--- src/rtl/keccak_pkg.sv ---
// Shared Keccak constants and the absorb_loader state type.
package keccak_pkg;
  localparam int w            = 64;
  localparam int w_bit_width  = $clog2(w);
  localparam int w_byte_width = $clog2(8);

  localparam int RATE_SHAKE128 = 1344;
  localparam int RATE_SHAKE256 = 1088;

  localparam logic [1:0] SHAKE256_MODE_VEC = 2'b01;

  localparam logic [7:0] SHAKE_PAD_BYTE = 8'h1F;
  localparam logic [7:0] SHA3_PAD_BYTE  = 8'h06;
  localparam logic [7:0] PAD_FINAL_BYTE = 8'h80;

  typedef enum logic [1:0] {IDLE, LOAD, PAD, HOLD} loader_state_t;
endpackage

--- src/rtl/absorb_loader_if.sv ---
// Message-in / block-out bundle for absorb_loader; master drives the loader, slave is the loader.
// sha3_sel exists only when ABSORB_SHA3_PAD_EN is defined.
interface absorb_loader_if
  import keccak_pkg::*;
#(
  parameter int WIDTH    = w,
  parameter int MAX_RATE = RATE_SHAKE128
) ();
  logic                start;
  logic [1:0]          operation_mode;
  logic [31:0]         input_size;
`ifdef ABSORB_SHA3_PAD_EN
  logic                sha3_sel;
`endif
  logic [WIDTH-1:0]    data_in;
  logic                data_in_valid;
  logic                data_in_ready;
  logic [MAX_RATE-1:0] block_out;
  logic                block_valid;
  logic                block_ready;
  logic                last_input_block;
  logic                busy;

  modport master (
`ifdef ABSORB_SHA3_PAD_EN
    output sha3_sel,
`endif
    output start, operation_mode, input_size, data_in, data_in_valid, block_ready,
    input  data_in_ready, block_out, block_valid, last_input_block, busy
  );

  modport slave (
`ifdef ABSORB_SHA3_PAD_EN
    input  sha3_sel,
`endif
    input  start, operation_mode, input_size, data_in, data_in_valid, block_ready,
    output data_in_ready, block_out, block_valid, last_input_block, busy
  );
endinterface

--- src/rtl/sipo_buffer.sv ---
// Serial-in parallel-out word buffer: indexed word write with byte mask, synchronous clear, flat output.
module sipo_buffer #(
  parameter int WIDTH = 64,
  parameter int DEPTH = 21
) (
  input  logic                       clk,
  input  logic                       rst,
  input  logic                       clear,
  input  logic                       wr_en,
  input  logic [$clog2(DEPTH)-1:0]   wr_idx,
  input  logic [WIDTH-1:0]           wr_data,
  input  logic [WIDTH/8-1:0]         wr_mask,
  output logic [WIDTH*DEPTH-1:0]     data
);
  // NOTE: this storage is reset (not left undefined) because its contents are a visible output
  // and unmasked bytes of a partial word must read as zero.
  always_ff @(posedge clk) begin
    if (rst || clear) begin
      data <= '0;
    end else if (wr_en) begin
      for (int b = 0; b < WIDTH / 8; b++) begin
        if (wr_mask[b]) data[int'(wr_idx) * WIDTH + b * 8 +: 8] <= wr_data[b * 8 +: 8];
      end
    end
  end
endmodule

--- src/rtl/absorb_loader.sv ---
// Absorb-side loader: packs w-bit message words into rate-sized blocks and applies SHAKE padding.
// Optional ABSORB_SHA3_PAD_EN adds sha3_sel to switch the domain byte to SHA-3 (0x06).
module absorb_loader
  import keccak_pkg::*;
#(
  parameter int WIDTH    = w,
  parameter int MAX_RATE = RATE_SHAKE128,
  parameter int DEPTH    = MAX_RATE / WIDTH
) (
  input  logic           clk,
  input  logic           rst,
  absorb_loader_if.slave bus
);
  localparam int WORD_BYTES = WIDTH / 8;
  localparam int IDX_W      = $clog2(DEPTH);
  localparam int CNT_W      = $clog2(DEPTH + 1);
  localparam int BYTE_W     = $clog2(MAX_RATE / 8 + 1);
  localparam int TAKE_W     = $clog2(WORD_BYTES + 1);

  loader_state_t       state, next_state;
  logic                mode_256, last;
  logic [31:0]         remaining, rem_after;
  logic [CNT_W-1:0]    word_cnt, rate_words;
  logic [BYTE_W-1:0]   fill_bytes, rate_bytes;
  logic [TAKE_W-1:0]   take_bytes;
  logic [WORD_BYTES-1:0] byte_mask;
  logic [7:0]          domain_byte;
  logic                load_ready, accept, block_full, buf_clear;
  logic [MAX_RATE-1:0] buf_data, pad_vec;

  assign rate_words = mode_256 ? CNT_W'(RATE_SHAKE256 / WIDTH) : CNT_W'(DEPTH);
  assign rate_bytes = mode_256 ? BYTE_W'(RATE_SHAKE256 / 8) : BYTE_W'(MAX_RATE / 8);

  assign load_ready = (state == LOAD) && (remaining != '0);
  assign accept     = bus.data_in_valid && load_ready;
  assign buf_clear  = ((state == IDLE) && bus.start) || ((state == HOLD) && bus.block_ready);

  // A final partial word contributes only remaining[w_bit_width-1:w_byte_width] bytes.
  always_comb begin
    if (remaining >= 32'(WIDTH)) take_bytes = TAKE_W'(WORD_BYTES);
    else                         take_bytes = TAKE_W'(remaining[w_bit_width-1:w_byte_width]);
    for (int b = 0; b < WORD_BYTES; b++) byte_mask[b] = (TAKE_W'(b) < take_bytes);
  end

  assign rem_after  = remaining - (32'(take_bytes) << 3);
  // Full means every byte of the rate is message data; a partial last word still gets padded in place.
  assign block_full = (word_cnt + CNT_W'(1) == rate_words) && (take_bytes == TAKE_W'(WORD_BYTES));

  // NOTE: sequential state uses non-blocking assignments so every register samples pre-edge values.
  always_ff @(posedge clk) begin
    if (rst) state <= IDLE;
    else     state <= next_state;
  end

  // NOTE: next_state is defaulted first so no path through the case infers a latch.
  always_comb begin
    next_state = state;
    unique case (state)
      IDLE: if (bus.start) next_state = (bus.input_size[31:3] == '0) ? PAD : LOAD;
      LOAD: if (accept) begin
        if (block_full)             next_state = HOLD;
        else if (rem_after == '0)   next_state = PAD;
      end
      PAD:  next_state = HOLD;
      HOLD: if (bus.block_ready) begin
        if (last)                   next_state = IDLE;
        else if (remaining == '0)   next_state = PAD;
        else                        next_state = LOAD;
      end
      default: next_state = IDLE;
    endcase
  end

  always_comb begin
    bus.data_in_ready    = load_ready;
    bus.block_valid      = (state == HOLD);
    bus.last_input_block = (state == HOLD) && last;
    bus.busy             = (state != IDLE);
  end

`ifdef ABSORB_SHA3_PAD_EN
  logic sha3;
  assign domain_byte = sha3 ? SHA3_PAD_BYTE : SHAKE_PAD_BYTE;
`else
  assign domain_byte = SHAKE_PAD_BYTE;
`endif

  always_ff @(posedge clk) begin
    if (rst) begin
      mode_256   <= 1'b0;
      remaining  <= '0;
      word_cnt   <= '0;
      fill_bytes <= '0;
      last       <= 1'b0;
`ifdef ABSORB_SHA3_PAD_EN
      sha3       <= 1'b0;
`endif
    end else begin
      unique case (state)
        IDLE: if (bus.start) begin
          mode_256   <= (bus.operation_mode == SHAKE256_MODE_VEC);
          remaining  <= bus.input_size & ~32'h7;
          word_cnt   <= '0;
          fill_bytes <= '0;
          last       <= 1'b0;
`ifdef ABSORB_SHA3_PAD_EN
          sha3       <= bus.sha3_sel;
`endif
        end
        LOAD: if (accept) begin
          word_cnt   <= word_cnt + CNT_W'(1);
          remaining  <= rem_after;
          fill_bytes <= fill_bytes + BYTE_W'(take_bytes);
        end
        PAD:  last <= 1'b1;
        HOLD: if (bus.block_ready) begin
          word_cnt   <= '0;
          fill_bytes <= '0;
          last       <= 1'b0;
        end
        default: ;
      endcase
    end
  end

  // Padding is overlaid on the buffer once the block is marked last, so HOLD sees a stable padded block.
  always_comb begin
    pad_vec = '0;
    if (last) begin
      pad_vec[int'(fill_bytes) * 8 +: 8]         = domain_byte;
      pad_vec[(int'(rate_bytes) - 1) * 8 +: 8]   = pad_vec[(int'(rate_bytes) - 1) * 8 +: 8] | PAD_FINAL_BYTE;
    end
  end

  assign bus.block_out = buf_data | pad_vec;

  sipo_buffer #(.WIDTH(WIDTH), .DEPTH(DEPTH)) u_buf (
    .clk     (clk),
    .rst     (rst),
    .clear   (buf_clear),
    .wr_en   (accept),
    .wr_idx  (word_cnt[IDX_W-1:0]),
    .wr_data (bus.data_in),
    .wr_mask (byte_mask),
    .data    (buf_data)
  );
endmodule

--- src/flat_wrapper.sv ---
// flat-port wrapper written by rule: the top's interface ports become plain ports
module absorb_loader_flat import keccak_pkg::*;
#(
  parameter int WIDTH    = w,
  parameter int MAX_RATE = RATE_SHAKE128,
  parameter int DEPTH    = MAX_RATE / WIDTH
)
  (clk, rst, bus_start, bus_operation_mode, bus_input_size, bus_data_in, bus_data_in_valid, bus_block_ready, bus_data_in_ready, bus_block_out, bus_block_valid, bus_last_input_block, bus_busy);
  absorb_loader_if #(.WIDTH(WIDTH), .MAX_RATE(MAX_RATE)) bus_i ();
  input  logic clk;
  input  logic rst;
  input wire logic [$bits(bus_i.start)-1:0] bus_start;
  input wire logic [$bits(bus_i.operation_mode)-1:0] bus_operation_mode;
  input wire logic [$bits(bus_i.input_size)-1:0] bus_input_size;
  input wire logic [$bits(bus_i.data_in)-1:0] bus_data_in;
  input wire logic [$bits(bus_i.data_in_valid)-1:0] bus_data_in_valid;
  input wire logic [$bits(bus_i.block_ready)-1:0] bus_block_ready;
  output wire logic [$bits(bus_i.data_in_ready)-1:0] bus_data_in_ready;
  output wire logic [$bits(bus_i.block_out)-1:0] bus_block_out;
  output wire logic [$bits(bus_i.block_valid)-1:0] bus_block_valid;
  output wire logic [$bits(bus_i.last_input_block)-1:0] bus_last_input_block;
  output wire logic [$bits(bus_i.busy)-1:0] bus_busy;
  assign bus_i.start = bus_start;
  assign bus_i.operation_mode = bus_operation_mode;
  assign bus_i.input_size = bus_input_size;
  assign bus_i.data_in = bus_data_in;
  assign bus_i.data_in_valid = bus_data_in_valid;
  assign bus_i.block_ready = bus_block_ready;
  assign bus_data_in_ready = bus_i.data_in_ready;
  assign bus_block_out = bus_i.block_out;
  assign bus_block_valid = bus_i.block_valid;
  assign bus_last_input_block = bus_i.last_input_block;
  assign bus_busy = bus_i.busy;
  absorb_loader #(.WIDTH(WIDTH), .MAX_RATE(MAX_RATE), .DEPTH(DEPTH)) u_core (.clk(clk), .rst(rst), .bus(bus_i));
endmodule
--- config.mk ---
export PLATFORM = sky130hd
export DESIGN_NAME = absorb_loader_flat
export DESIGN_NICKNAME = d
export VERILOG_FILES = /design/src/rtl/keccak_pkg.sv /design/src/rtl/absorb_loader_if.sv /design/src/rtl/sipo_buffer.sv /design/src/rtl/absorb_loader.sv /design/src/flat_wrapper.sv
export SDC_FILE = /design/constraint.sdc
export NUM_CORES = 2
export LEC_CHECK = 0
export BUFFER_PORTS_ARGS = -buffer_cell sky130_fd_sc_hd__buf_4
export CAP_MARGIN = 20
export CELL_PAD_IN_SITES_DETAIL_PLACEMENT = 0
export CELL_PAD_IN_SITES_GLOBAL_PLACEMENT = 1
export CORE_AREA = 2 2 557 559
export DETAILED_ROUTE_END_ITERATION = 10
export DIE_AREA = 0 0 559 561
export PLACE_DENSITY_LB_ADDON = 0.1
export SYNTH_ARGS = -nofsm -noshare
export SYNTH_HDL_FRONTEND = slang
export SYNTH_SLANG_ARGS = --single-unit
--- constraint.sdc ---
create_clock -name clk -period 3.5 [get_ports clk]
set_clock_uncertainty 0.05 [all_clocks]
set_input_delay 0.175 -clock clk [delete_from_list [all_inputs] [get_ports clk]]
set_output_delay 0.175 -clock clk [all_outputs]
set_load 0.03 [all_outputs]
==> impl_metrics.csv <==
group,metric,value,unit
run_status,status,"finished with violations",
run_status,violations,"setup timing",
setup_path,path_class,"reg2out",
setup_path,reg2reg_depth,11,
synthesis,syn_avg_cell_area,7.654,µm²
finish,fin_nets,9921,
synthesis,synth.largest_area_cell,"dfxtp_1",
synthesis,netlist_instances,8472,
detailed_routing,via_count,66950,
synthesis,synthArstFlopShare,0,%
sta,slew_viol_final,0,
die,chipHeight,561,µm
synthesis,seq_area_frac_synth,42.91,%
finish,drive_gt1_share,35.37,%
detailed_routing,routed_via_density,4.758,
sta,period_share,105.8,%
sta,tightestPinTransition,1110,ps
clocking,cts_max_level,4,
placement,io_buffers,1447,
detailed_routing,post-route-drc-count,0,
synthesis,synth_most_common_cell,"dfxtp_1",
clocking,cts.sinks,1390,
synthesis,syn_area,0.06484,mm²
synthesis,synth-main-ff-cell,"dfxtp_1",
sta,relSlewSlack,25.75,%
grt,grt_pass1_vias,65370,
sta,period_needed,3704,ps
setup_path,cp.required,3270,ps
pwr,power_density,406.0,mW/mm²
setup_path,worstSetupEndpointType,"output pin",
sta,hold_viol,0,
synthesis,synth-edff-count,0,
placement,dp_cells,13470,
grt,grt_pass1_wl,597200,µm
grt,antenna_found_initial,45,
min_path,min_from,"bus_data_in[0]",
synthesis,syn_nets,8596,
placement,dp_hpwl,354200,µm
sta,setup_viol,695,
sta,fmax,270.0,MHz
synthesis,synth_seq_cells,1390,
setup_path,rrSetupSlack,90,ps
die,fp.dieW,559,µm
synthesis,synth_area_leaders,"dfxtp_1, a21oi_1, nand2_1",
min_path,hold_end,"u_core.u_buf.data[0]",
detailed_routing,wirelength,453700,µm
die,row_count,204,
clocking,insertion_delay,870,ps
sta,setup_ws,-203.6,ps
pwr,power,39.05,mW
finish,syn2layout_area_growth,48.34,%
clocking,cts.clk_slew.worst_paths,60,ps
clocking,cts_tree,"done",
die,core_area,0.3076,mm²
min_path,worstHoldPathType,"in2reg",
synthesis,yosysWarningCount,0,
detailed_routing,drt-pass1-iter-count,5,
sta,rsz0062_at_grt,"true",
finish,num-fill-cells,32930,
die,start_util,21.08,%
setup_path,start_kind,"register",
pwr,p_leak,38.03,nW
grt,grt_usage,27.61,%
detailed_routing,wl_per_cell,32.25,µm
clocking,cts_buffers,188,
job,maxCapViolations,0,
detailed_routing,drt-initial-drc-count,5281,
synthesis,netlist.area_leader.share,42.91,%
grt,grt_overflow,0,
placement,pre_cts_ws,-256.1,ps
min_path,min_path_cells,4,
setup_path,r2r_end,"u_core.remaining[3]",
placement,gp_congestion,0.8633,
setup_path,r2r_start,"u_core.remaining[26]",
clocking,clockBufferDepth,4,
setup_path,cp.arrival,3480,ps
pwr,ir_drop,332.0,µV
synthesis,netlist-cell-type-count,80,
finish,final_core_util,31.27,%
setup_path,cp_max_fo,5,
clocking,root_buffer,"clkbuf_16",
grt,grt_max_degree,153,
die,die_area,0.3136,mm²
detailed_routing,drtAntennaViolNets,0,
finish,final_cells,14070,
die,ios,1451,
synthesis,synth_common_cells,"dfxtp_1, nand2_1, a21oi_1",
[worst max-delay path by stage]
stage                               from              endpoint  slack (ps)  depth (start not counted)
global placement    u_core.fill_bytes[1]    bus_block_out[753]       -1000                          9
detailed placement  u_core.fill_bytes[0]    bus_block_out[731]        -260                         11
global route        u_core.fill_bytes[3]    bus_block_out[516]        -320                         14
floorplan             u_core.word_cnt[3]  u_core.u_buf.data[0]          30                         13
CTS                 u_core.fill_bytes[1]    bus_block_out[572]        -230                         11
finish              u_core.fill_bytes[3]    bus_block_out[492]        -200                         13
[where the power goes]
group / total (mW) / internal, mW / switching (mW)
Combinational: 3.89 / 1.06 / 2.83
Clock: 19.2 / 11.0 / 8.15
Sequential: 16.0 / 15.9 / 0.0880
[per-stage QoR]
step	hold slack, ps	cell area, µm²	setup TNS [ps]
after floorplan	272.5	64850	0
after global placement	383.3	79150	-17120
after detailed placement	388.8	79190	-4327
after CTS	44.32	90450	-77510
after global routing	108.2	96170	-158450
final	124.9	96190	-52720
[area by class of cell]
type                    instances  area, µm²  share of cell area (%)
multi-input cells            6037      36180                   37.61
flip-flops and latches       1390      27850                   28.95
repair buffers               2161      20960                   21.79
clock buffers                 289       5630                   5.854
well taps                    4120       5155                   5.359
clock inverters                41      295.3                  0.3070
inverters                      19      80.08                 0.08325
diodes                         14      35.03                 0.03642
[worst max-delay path, cell delays in order, from the launching register on]
cell and delay [ps]:
dfxtp_4 370, or3_4 430, nor4_4 170, buf_4 180, nor2_4 50, nor4_4 280, buf_6 160, nand3_4 200
buf_6 220, nor2_4 70, buf_6 120, buf_6 100, or2_4 140, buf_6 130
[cell families (layout without fill, tap and decap cells)]
family / after synthesis / after routing / share of synthesized area [%]
buf+inv: 1045 / 2510 / 9.100
fa+ha+maj: 21 / 21 / 0.4168
other cells: 1 / 15 / 0.005783
compound gates: 1417 / 1417 / 11.80
mux: 208 / 208 / 3.215
flops: 1390 / 1390 / 42.91
simple gates: 4379 / 4379 / 32.40
xor+xnor: 11 / 11 / 0.1486
[repair_timing]
item	in CTS	in global routing
setup buffers	88	98
gates cloned	2	0
setup endpoints to repair	841	856
endpoints found under the hold margin	729	0
pin swaps	93	176
hold buffers	100	0
resized for setup	855	1192
[flip-flops by register name, indices dropped and copies added, names as in the netlist]
register and flops:
u_core.fill_bytes 8, u_core.word_cnt 5, u_core.u_buf.data 1344, u_core.last 1, u_core.mode_256 1, u_core.state 2, u_core.remaining 29
[placed cells by master, fill, tap and decap left out, drive strengths merged, types with 206 or more instances in the layout]
master,synthesis,routed
a21oi,1109,1109
nand3,609,609
or2,541,541
nor3,302,302
clkbuf,436,289
buf,590,2061
mux2i,206,206
nand2,1286,1286
nor2,956,956
nand2b,314,314
dfxtp,1390,1390
[per-layer routing]
metal / vias up / share of wire (%) / track usage [%]
met5: - / 0.0024 / 0
met4: 2 / 4.2 / 9.832
met3: 523 / 6.9 / 6.625
met2: 2579 / 47 / 45.93
met1: 33210 / 42 / 34.55
li1: 30640 / - / -
Power figures use the tool's default switching activity.
